<file path="src/rtl/nn_pkg.sv">
// nn_pkg: shared defaults and helpers for the neuron datapath.
//   NnDataW / NnFracW / NnAccW : default data, fraction and accumulator widths (Q8.8, 40-bit acc)
//   sat_signed()               : clamp a 64-bit signed value into a w-bit signed range
package nn_pkg;

    localparam int unsigned NnDataW = 16;
    localparam int unsigned NnFracW = 8;
    localparam int unsigned NnAccW  = 40;

    // sym = 1 gives the symmetric range +/-(2^(w-1)-1); sym = 0 gives the full two's-complement range.
    // w must be in 2..63.
    function automatic logic signed [63:0] sat_signed(input logic signed [63:0] x,
                                                      input int unsigned       w,
                                                      input logic              sym);
        logic signed [63:0] max_v;
        logic signed [63:0] min_v;
        max_v = (64'sd1 <<< (w - 1)) - 64'sd1;
        min_v = sym ? -max_v : -max_v - 64'sd1;
        if (x > max_v) begin
            return max_v;
        end else if (x < min_v) begin
            return min_v;
        end
        return x;
    endfunction

endpackage

</file>
<file path="src/rtl/nn_round_sat.sv">
// nn_round_sat: combinational write-back conversion of an accumulator value.
//   acc_i : signed accumulator (ACC_W bits, FRAC_W fractional bits scaled like the products)
//   res_o : round-half-up, arithmetic shift by FRAC_W, saturate to DATA_W, optional ReLU
//   sat_o : high when the DATA_W saturation clipped the value
module nn_round_sat
    import nn_pkg::*;
#(
    parameter int unsigned DATA_W = NnDataW,
    parameter int unsigned FRAC_W = NnFracW,
    parameter int unsigned ACC_W  = NnAccW,
    parameter int unsigned RELU   = 1
) (
    input  logic signed [ACC_W-1:0]  acc_i,
    output logic        [DATA_W-1:0] res_o,
    output logic                     sat_o
);

    logic signed [63:0] wide;
    logic signed [63:0] rounded;
    logic signed [63:0] clipped;

    always_comb begin
        // Widened to 64 bits so adding the half-LSB cannot wrap the accumulator range.
        wide    = 64'(acc_i) + (64'sd1 <<< (FRAC_W - 1));
        rounded = wide >>> FRAC_W;
        clipped = sat_signed(rounded, DATA_W, 1'b0);
        sat_o   = (clipped != rounded);
        res_o   = clipped[DATA_W-1:0];
        if ((RELU != 0) && res_o[DATA_W-1]) begin
            res_o = '0;
        end
    end

endmodule

</file>
<file path="src/rtl/neuron_mac_writeback.sv">
// neuron_mac_writeback: MAC pipeline plus write-back holding register for one output neuron stream.
//   clk, rst (async, active low)
//   layer_start, BaseAddr_out, total_output_neurons : layer setup, sampled on the start pulse
//   PE_enable, weight, in_data, neuron_done         : beat stream from the accelerator FSM
//   out_valid/out_ready/out_data/out_addr           : result port toward the output buffer
//   busy, sat_flag, ovf_err, layer_done             : status back to the FSM
module neuron_mac_writeback
    import nn_pkg::*;
#(
    parameter int unsigned DATA_W = NnDataW,
    parameter int unsigned FRAC_W = NnFracW,
    parameter int unsigned ACC_W  = NnAccW,
    parameter int unsigned ADDR_W = 16,
    parameter int unsigned RELU   = 1
) (
    input  logic                     clk,
    input  logic                     rst,
    input  logic                     layer_start,
    input  logic        [ADDR_W-1:0] BaseAddr_out,
    input  logic        [15:0]       total_output_neurons,
    input  logic                     PE_enable,
    input  logic signed [DATA_W-1:0] weight,
    input  logic signed [DATA_W-1:0] in_data,
    input  logic                     neuron_done,
    output logic                     out_valid,
    input  logic                     out_ready,
    output logic        [DATA_W-1:0] out_data,
    output logic        [ADDR_W-1:0] out_addr,
    output logic                     busy,
    output logic                     sat_flag,
    output logic                     ovf_err,
    output logic                     layer_done
);

    logic signed [2*DATA_W-1:0] p1_q, p1_d;
    logic                       v1_q, v1_d, d1_q, d1_d, d2_q, d2_d;
    logic signed [ACC_W-1:0]    acc_q, acc_d;
    logic                       out_valid_q, out_valid_d;
    logic        [DATA_W-1:0]   out_data_q, out_data_d;
    logic        [ADDR_W-1:0]   out_addr_q, out_addr_d;
    logic        [ADDR_W-1:0]   addr_cnt_q, addr_cnt_d;
    logic        [15:0]         target_q, target_d;
    logic        [15:0]         done_cnt_q, done_cnt_d;
    logic                       stale_q, stale_d;
    logic                       sat_flag_q, sat_flag_d;
    logic                       ovf_err_q, ovf_err_d;
    logic                       layer_done_q, layer_done_d;

    logic signed [63:0] acc_ext, prod_ext, acc_sum, acc_sat;
    logic               acc_clip, load, drop, accept, count;
    logic [DATA_W-1:0]  res;
    logic               res_sat;

    nn_round_sat #(
        .DATA_W (DATA_W),
        .FRAC_W (FRAC_W),
        .ACC_W  (ACC_W),
        .RELU   (RELU)
    ) u_round_sat (
        .acc_i (acc_q),
        .res_o (res),
        .sat_o (res_sat)
    );

    always_comb begin
        p1_d = (2*DATA_W)'(weight) * (2*DATA_W)'(in_data);
        v1_d = PE_enable & ~layer_start;
        d1_d = neuron_done & ~layer_start;
        d2_d = d1_q & ~layer_start;

        // d2 marks the cycle the finished sum is read out, so the next neuron restarts from 0.
        acc_ext  = d2_q ? 64'sd0 : 64'(acc_q);
        prod_ext = v1_q ? 64'(p1_q) : 64'sd0;
        acc_sum  = acc_ext + prod_ext;
        acc_sat  = sat_signed(acc_sum, ACC_W, 1'b1);
        acc_clip = (acc_sat != acc_sum);
        acc_d    = layer_start ? '0 : acc_sat[ACC_W-1:0];

        accept = out_valid_q & out_ready;
        load   = d2_q & ~layer_start & (~out_valid_q | out_ready);
        drop   = d2_q & ~layer_start & out_valid_q & ~out_ready;

        out_valid_d = load | (out_valid_q & ~out_ready);
        out_data_d  = load ? res : out_data_q;
        out_addr_d  = load ? addr_cnt_q : out_addr_q;

        addr_cnt_d = addr_cnt_q;
        if (layer_start) begin
            addr_cnt_d = BaseAddr_out;
        end else if (load) begin
            addr_cnt_d = addr_cnt_q + ADDR_W'(1);
        end
        target_d = layer_start ? total_output_neurons : target_q;

        // A result still held across layer_start belongs to the old layer and is not counted.
        stale_d = stale_q;
        if (layer_start) begin
            stale_d = out_valid_q & ~out_ready;
        end else if (load) begin
            stale_d = 1'b0;
        end
        count = accept & ~stale_q & ~layer_start;

        done_cnt_d   = done_cnt_q;
        layer_done_d = 1'b0;
        if (layer_start) begin
            done_cnt_d = '0;
        end else if (count) begin
            if ((target_q != 16'd0) && (done_cnt_q + 16'd1 == target_q)) begin
                done_cnt_d   = '0;
                layer_done_d = 1'b1;
            end else begin
                done_cnt_d = done_cnt_q + 16'd1;
            end
        end

        sat_flag_d = layer_start ? 1'b0 : (sat_flag_q | acc_clip | (d2_q & res_sat));
        ovf_err_d  = layer_start ? 1'b0 : (ovf_err_q | drop);
    end

    always_ff @(posedge clk or negedge rst) begin
        if (!rst) begin
            p1_q         <= '0;
            v1_q         <= 1'b0;
            d1_q         <= 1'b0;
            d2_q         <= 1'b0;
            acc_q        <= '0;
            out_valid_q  <= 1'b0;
            out_data_q   <= '0;
            out_addr_q   <= '0;
            addr_cnt_q   <= '0;
            target_q     <= '0;
            done_cnt_q   <= '0;
            stale_q      <= 1'b0;
            sat_flag_q   <= 1'b0;
            ovf_err_q    <= 1'b0;
            layer_done_q <= 1'b0;
        end else begin
            p1_q         <= p1_d;
            v1_q         <= v1_d;
            d1_q         <= d1_d;
            d2_q         <= d2_d;
            acc_q        <= acc_d;
            out_valid_q  <= out_valid_d;
            out_data_q   <= out_data_d;
            out_addr_q   <= out_addr_d;
            addr_cnt_q   <= addr_cnt_d;
            target_q     <= target_d;
            done_cnt_q   <= done_cnt_d;
            stale_q      <= stale_d;
            sat_flag_q   <= sat_flag_d;
            ovf_err_q    <= ovf_err_d;
            layer_done_q <= layer_done_d;
        end
    end

    assign out_valid  = out_valid_q;
    assign out_data   = out_data_q;
    assign out_addr   = out_addr_q;
    assign busy       = out_valid_q & ~out_ready;
    assign sat_flag   = sat_flag_q;
    assign ovf_err    = ovf_err_q;
    assign layer_done = layer_done_q;

endmodule

</file>
<file path="config.mk">
export PLATFORM = sky130hd
export DESIGN_NAME = neuron_mac_writeback
export DESIGN_NICKNAME = d
export VERILOG_FILES = /design/src/rtl/nn_pkg.sv /design/src/rtl/nn_round_sat.sv /design/src/rtl/neuron_mac_writeback.sv
export SDC_FILE = /design/constraint.sdc
export NUM_CORES = 1
export LEC_CHECK = 0
export BUFFER_PORTS_ARGS = -buffer_cell sky130_fd_sc_hd__buf_4
export CAP_MARGIN = 0
export CORE_MARGIN = 2
export CORE_UTILIZATION = 50
export DETAILED_ROUTE_END_ITERATION = 12
export PLACE_DENSITY = 0.67
export SYNTH_ARGS = -nofsm -noshare
export SYNTH_HDL_FRONTEND = slang
export SYNTH_HIERARCHICAL = 1
export SYNTH_SLANG_ARGS = --single-unit
</file>
<file path="constraint.sdc">
create_clock -name clk -period 11.4 [get_ports clk]
set_input_delay 1.14 -clock clk [delete_from_list [all_inputs] [get_ports clk]]
set_output_delay 1.14 -clock clk [all_outputs]
set_load 0.005 [all_outputs]
</file>
==> results of run 1 <==
worst paths after layout:
kind / end / cells past startpoint / from / slack (ns)
setup reg to reg: acc_q[2] / 14 / v1_q / 5.31
hold reg to reg: d2_q / 1 / d1_q / 0.46
hold / removal: d2_q / 1 / d1_q / 0.46
max in group asynchronous: done_cnt_q[1] / 3 / rst / 8.92
min in group asynchronous: out_data[12] / 1 / rst / 0.62
setup / recovery: p1_q[31] / 25 / weight[5] / 3.91
metal layers:
layer,global-route usage [%],vias to the layer above
met1,35.7,8414
met2,42.2,502
met5,0,-
met3,2.60,57
met4,5.11,0
li1,-,7964
power by group through the flow:
stage / Combinational (W) / Clock (W) / Sequential, W
3_3_place_gp: 0.00542 / 0 / 0.000978
2_1_floorplan: 0.00447 / 0 / 0.000917
4_1_cts: 0.00560 / 0.000591 / 0.000975
3_5_place_dp: 0.00558 / 0 / 0.000985
6_report: 0.00554 / 0.000577 / 0.000976
5_1_grt: 0.00635 / 0.000610 / 0.00100
cells in the final DEF (no fill, tap or decap), types with 9 or more instances in the layout:
cell type	count
clkbuf_16	17
and3_1	36
buf_4	115
o211ai_1	9
nand2b_1	36
nand2_1	335
nor4_1	34
a221o_1	11
nand3_1	40
ha_1	125
inv_1	319
mux2_2	19
dfrtp_1	160
fa_1	263
nor2b_1	54
nor3_1	59
a211oi_2	21
xor2_1	34
a21oi_1	64
nor2_1	85
and4_1	9
a21o_1	22
o21bai_1	15
o31ai_1	11
and2_1	149
nand4_1	24
o21ai_0	83
xnor2_1	71
a211oi_1	29
or3_1	14
a31oi_1	9
area by class of cell:
| type | instances | area, sq um | share of cell area [%] |
|---|---|---|---|
| Multi-Input combinational cell | 1808 | 15400 | 67.8 |
| Sequential cell | 160 | 4000 | 17.6 |
| Inverter | 319 | 1200 | 5.26 |
| Timing Repair Buffer | 116 | 875 | 3.84 |
| Tap cell | 539 | 674 | 2.96 |
| Clock buffer | 18 | 439 | 1.93 |
| Clock inverter | 14 | 145 | 0.637 |
kinds of logic after synthesis:
family                     after synthesis  share of synthesized area [%]
DFF                                    160                           19.0
other                                    1                         0.0178
xor gates and xnor gates               105                           4.36
adders and majority gates              388                           32.4
AOI/OAI and AO/OA                      366                           12.5
buffers and inverters                  422                           8.00
muxes                                   22                           1.16
and+or+nand+nor                        926                           22.6
stage by stage:
stage	instances	total power (W)	setup slack, ns	cell area (sq um)
2_1_floorplan	2390	0.00538	4.07	21100
3_3_place_gp	2942	0.00640	3.48	22200
3_5_place_dp	2942	0.00656	3.39	22200
4_1_cts	2974	0.00717	3.85	22800
5_1_grt	2974	0.00796	3.38	22800
6_report	2974	0.00709	3.91	22800
registers in the layout (all words and copies together), names as in the netlist, 16 cells and up:
| name | count |
|---|---|
| p1_q | 32 |
| done_cnt_q | 16 |
| target_q | 16 |
| addr_cnt_q | 16 |
| acc_q | 40 |
| out_addr | 16 |
| out_data | 16 |
worst register-to-register path: stages (launching register included):
cell,delay [ns]
dfrtp_1,0.81
and2_1,0.29
ha_1,0.31
a21oi_1,0.33
o211a_1,0.22
nand3_1,0.17
and4_1,0.27
or4_1,0.57
and3_1,0.21
o32ai_1,0.69
nand4_1,0.16
or4_4,0.55
a2111oi_2,0.22
or3b_2,0.94
a211oi_1,0.17
==> flow_summary.json, run 1 <==
{
  "outcome": "finished, final reports clean",
  "total_congestion_overflow": 0,
  "rsz_0062_raised_after_global_routing": "false",
  "routedLengthMet1_microns": 24700,
  "area_delta_synth_final_pct": 7.90,
  "grt_pass1_wl_microns": 89500,
  "route.antenna.remaining_nets": 0,
  "ctsHtreeMaxLevel": 4,
  "worst_ep_arrival_time_ns": 7.81,
  "avgRoutedWirePerCell_microns": 18.2,
  "data_required_time_at_the_worst_endpoint_ns": 11.72,
  "drive_above_1_share_pct": 9.32,
  "critical-path-max-stage-delay_ns": 0.54,
  "max_cap_violations": 0,
  "ys_types": 95,
  "finalCritPeriodShare_pct": 65.7,
  "internal_power_w": 0.00362,
  "die_height_microns": 209,
  "tritoncts": "done",
  "power.share.switching_pct": 48.9,
  "fin_worst_hold_slack_ns": 0.463,
  "grt_pass1_vias": 17141,
  "critPathTopFamily": "adder cells",
  "setup-violations-final": 0,
  "hold_viol_final": 0,
  "dominant_cells_by_area_after_synthesis": "fa_1, dfrtp_1, ha_1",
  "synth-seq-area-share_pct": 19.0,
  "fp-row-count": 75,
  "clk-insertion-delay-late_ns": 0.44,
  "slew_of_the_pin_with_the_lowest_slew_margin_ns": 1.15,
  "switchingPower_w": 0.00347,
  "finalMaxSlewViolations": 0,
  "crit_fanout": 16,
  "power.clock.fraction_pct": 8.1,
  "timing.setup.tns_ns": 0,
  "max_vdd_drop_uv": 222,
  "flop_pwr_share_pct": 13.8,
  "postSynthRegisterBits": 160,
  "syn_area_per_cell_sq_um": 8.83,
  "synth-edff-count": 0,
  "timing.critical_path.mode_cell": "fa_1",
  "cts_made_buffers": 17,
  "die_w_microns": 209,
  "worstHoldPathType": "reg2reg",
  "ctsRootBufferMaster": "clkbuf_16",
  "pwr_density_cell_nw_per_um2": 311,
  "met2RoutedLength_microns": 25900,
  "cts_hold_repair.buffers": 0,
  "start_util_pct": 50.5,
  "place.port_buffers": 106,
  "antenna_cells_inserted": 0,
  "design.portCount": 107,
  "route.met3.wl_microns": 2720,
  "clock_sink_count": 160,
  "netlist_area_sq_um": 21100,
  "p_comb_share_pct": 78.1,
  "detail_route.vias_per_cell": 5.70,
  "drt-initial-drc-count": 1194,
  "static_leak_nw": 10.7,
  "postSynth.asyncResetShare_pct": 100,
  "maxClockFrequency_ghz": 0.133,
  "detailed_place_hpwl_microns": 43100,
  "fill_cells": 3870,
  "post_cts_resize_count": 0,
  "clock_path_buffers": 2,
  "cts_setup_buffers": 0,
  "syn_nets": 2848,
  "slew_headroom_pct": 23.0,
  "most_numerous_cell_in_the_yosys_netlist": "nand2_1",
  "top_layer_used": "met4",
  "grt_antenna_before_repair": 0,
  "final_core_util_pct": 54.5,
  "synth_largest_type_area_fraction_pct": 24.9,
  "crit_path_top_delay_cell": "fa_1",
  "synth.cells.most_frequent": "nand2_1, inv_1, fa_1, dfrtp_1, and2_1",
  "synthFlopType": "dfrtp_1",
  "post_detailed_routing_wire_length_microns": 54000,
  "drtPass1Iterations": 8,
  "num_vias": 16937,
  "design.final.nets": 2880,
  "detail_route.drc_violations": 0,
  "grt_util_all_layers_pct": 25.2,
  "clock-skew-final_ns": 0.00982,
  "grt_start_max_net_pins": 60,
  "timing.critical_path.buf_inv": 6,
  "worstSetupPathType": "in2reg",
  "synth.largest_area_cell": "fa_1",
  "synthCells": 2390,
  "place.gp.congestion": 0.928,
  "die_area_sq_um": 43900,
  "clk_pin_slew_worst_paths_ns": 0.07,
  "min_cycle_time_layout_ns": 7.49,
  "worstSetupEndpointType": "register",
  "core_area_sq_um": 41800,
  "startpoint_type": "input port",
  "yosys_warnings": 6
}
No activity file was read; power rests on OpenSTA's default activity.
==> run 2: changes to the inputs <==
--- a/config.mk
+++ b/config.mk
@@ -10,7 +10,7 @@
 export CORE_MARGIN = 2
 export CORE_UTILIZATION = 50
 export DETAILED_ROUTE_END_ITERATION = 12
-export PLACE_DENSITY = 0.67
+export PLACE_DENSITY = 0.7
 export SYNTH_ARGS = -nofsm -noshare
 export SYNTH_HDL_FRONTEND = slang
 export SYNTH_HIERARCHICAL = 1
==> constraint.sdc (replaced) <==
create_clock -name clk -period 6.4 [get_ports clk]
set_input_delay 0.64 -clock clk [delete_from_list [all_inputs] [get_ports clk]]
set_output_delay 0.64 -clock clk [all_outputs]
set_load 0.005 [all_outputs]
==> run 2 against run 1 <==
Compared with the run above:
- first-iteration DRC count up 9.0%
- critical path depth down 1
- combinational power up 110%
- sequential share of layout area down 0.60 points
- total power up 99%
- highest routed layer unchanged
- critical path type unchanged
- utilization up 1.9 points
- largest cell class unchanged
==> flow_summary.json, run 2 (same netlist as run 1, synthesis figures left out) <==
{
  "setup-violations-final": 0,
  "drive_above_1_share_pct": 13.2,
  "flop_pwr_share_pct": 12.2,
  "final_common_cell": "nand2_1",
  "crit_fanout": 2,
  "r2r_start": "d2_q",
  "largest_register": "acc_q",
  "r2r_setup_slack_ns": 0.39,
  "detail_route.vias_per_cell": 5.60,
  "final_cell_area_sq_um": 23600,
  "hold_viol_final": 0,
  "place.port_buffers": 106,
  "fin_worst_hold_slack_ns": 0.305,
  "grt_pass1_wl_microns": 88400,
  "outcome": "finished, final reports clean",
  "die_w_microns": 209,
  "ff_to_ff_path_depth": 15,
  "min_cycle_time_layout_ns": 6.13,
  "rr_endpoint": "acc_q[2]",
  "pwr_density_cell_nw_per_um2": 598,
  "maxClockFrequency_ghz": 0.163,
  "die_area_sq_um": 43900,
  "cts_hold_repair.buffers": 0,
  "critical_path.startpoint": "in_data[12]",
  "route.antenna.remaining_nets": 0,
  "clock-skew-final_ns": 0.0125,
  "static_leak_nw": 11.2,
  "clk_pin_slew_worst_paths_ns": 0.06,
  "grt_antenna_before_repair": 0,
  "p_comb_share_pct": 81.1,
  "die_height_microns": 209,
  "worstHoldPathType": "in2async",
  "drt-initial-drc-count": 1302,
  "power.share.switching_pct": 47.5,
  "place.gp.congestion": 0.917,
  "post_detailed_routing_wire_length_microns": 53200,
  "clock_sink_count": 160,
  "critical-path-max-stage-delay_ns": 0.55,
  "design.portCount": 107,
  "fp-row-count": 75,
  "area_delta_synth_final_pct": 11.7,
  "fill_cells": 3732,
  "slew_headroom_pct": 13.6,
  "power.clock.fraction_pct": 6.6,
  "grt_start_max_net_pins": 96,
  "detail_route.drc_violations": 0,
  "regs_by_ff_count": "acc_q: 40 flops, p1_q: 32 flops",
  "rsz_0062_raised_after_global_routing": "false",
  "tritoncts": "done",
  "p_total_w": 0.0141,
  "clk-insertion-delay-late_ns": 0.44,
  "switchingPower_w": 0.00669,
  "crit_path_top_delay_cell": "fa_1",
  "finalMaxSlewViolations": 0,
  "timing.critical_path.cells": "buf_4, and2_1, fa_1, fa_1, inv_1, fa_1, inv_1, fa_1, inv_1, fa_1, inv_1, fa_1, ha_4, a21o_1, a21o_1, a21oi_2, o21ai_1, o31ai_2, o21ai_2, o41ai_4, o21ai_2, nor4_2, nor3_1, xnor2_1",
  "total_congestion_overflow": 0,
  "grt_pass1_vias": 17419,
  "worstSetupEndpointType": "register",
  "core_area_sq_um": 41800,
  "timing.critical_path.mode_cell": "fa_1",
  "startpoint_type": "input port",
  "avgRoutedWirePerCell_microns": 17.3,
  "cts_made_buffers": 17,
  "finalCritPeriodShare_pct": 95.8,
  "slew_of_the_pin_with_the_lowest_slew_margin_ns": 1.26,
  "final_core_util_pct": 56.5,
  "clock_path_buffers": 2,
  "max_cap_violations": 0,
  "post_detailed_placement_cell_area_sq_um": 23000,
  "detailed_place_hpwl_microns": 43000,
  "worst_ep_arrival_time_ns": 6.43,
  "most-common-layout-cells": "nand2_1, inv_1, fa_1, buf_4, dfrtp_1",
  "worstSetupPathType": "in2reg",
  "grt_util_all_layers_pct": 24.7,
  "ctsRootBufferMaster": "clkbuf_16",
  "num_vias": 17224,
  "design.final.nets": 2979,
  "drtPass1Iterations": 5,
  "largest_register_ff_count": 40,
  "layout_setup_ws_ns": 0.268,
  "post-place-ws_ns": -0.226,
  "data_required_time_at_the_worst_endpoint_ns": 6.70,
  "ctsHtreeMaxLevel": 4,
  "internal_power_w": 0.00739,
  "max_vdd_drop_uv": 603,
  "start_util_pct": 50.5
}
[run 2: through the flow]
stage | TNS [ns] | instances
5_1_grt | 0 | 3073
4_1_cts | 0 | 3071
3_3_place_gp | -0.289 | 3039
3_5_place_dp | -0.473 | 3039
2_1_floorplan | 0 | 2390
6_report | 0 | 3074
[run 2: worst max-delay path: cells and delay by family]
| kind | cells | cell delay [ns] |
|---|---|---|
| buf+inv | 5 | 0.32 |
| simple gates | 3 | 0.53 |
| xor+xnor | 1 | 0.13 |
| fa+ha+maj | 7 | 3.30 |
| compound gates | 8 | 1.51 |
[run 2: worst max path at each step]
stage               endpoint  slack, ns
floorplan           p1_q[31]      0.009
global placement    p1_q[31]      -0.20
detailed placement  p1_q[31]      -0.23
CTS                 p1_q[31]       0.23
global route        p1_q[30]       0.02
finish              p1_q[31]       0.27
[run 2: final cells by class]
type                       count  area, sq um  share of cell area [%]
antenna                        1         2.50                  0.0106
tap                          539          674                    2.86
sequential                   160         4000                    17.0
multi-input combinational   1808        15500                    65.8
clock buffer                  18          429                    1.82
timing repair buffer         215         1660                    7.02
inverter                     319         1200                    5.08
clock inverter                14          105                   0.446
[run 2: timing repair]
item	CTS	global route
setup buffers	0	2
endpoints found under the setup margin	0	2
resized for setup	0	5
[run 2: power by group through the flow]
stage	clock network, W	logic, W	registers (W)
final	0.000937	0.0114	0.00172
after global routing	0.000992	0.0129	0.00177
after CTS	0.000959	0.0111	0.00172
after detailed placement	0	0.0111	0.00174
after global placement	0	0.0108	0.00173
after floorplan	0	0.00816	0.00163
[run 2: metal layers]
metal | vias up | track usage (%) | share of wire [%]
li1 | 8181 | - | -
met1 | 8509 | 34.6 | 46
met2 | 492 | 42.1 | 48
met3 | 42 | 2.51 | 4.8
met4 | 0 | 4.65 | 1.1
met5 | - | 0 | 0
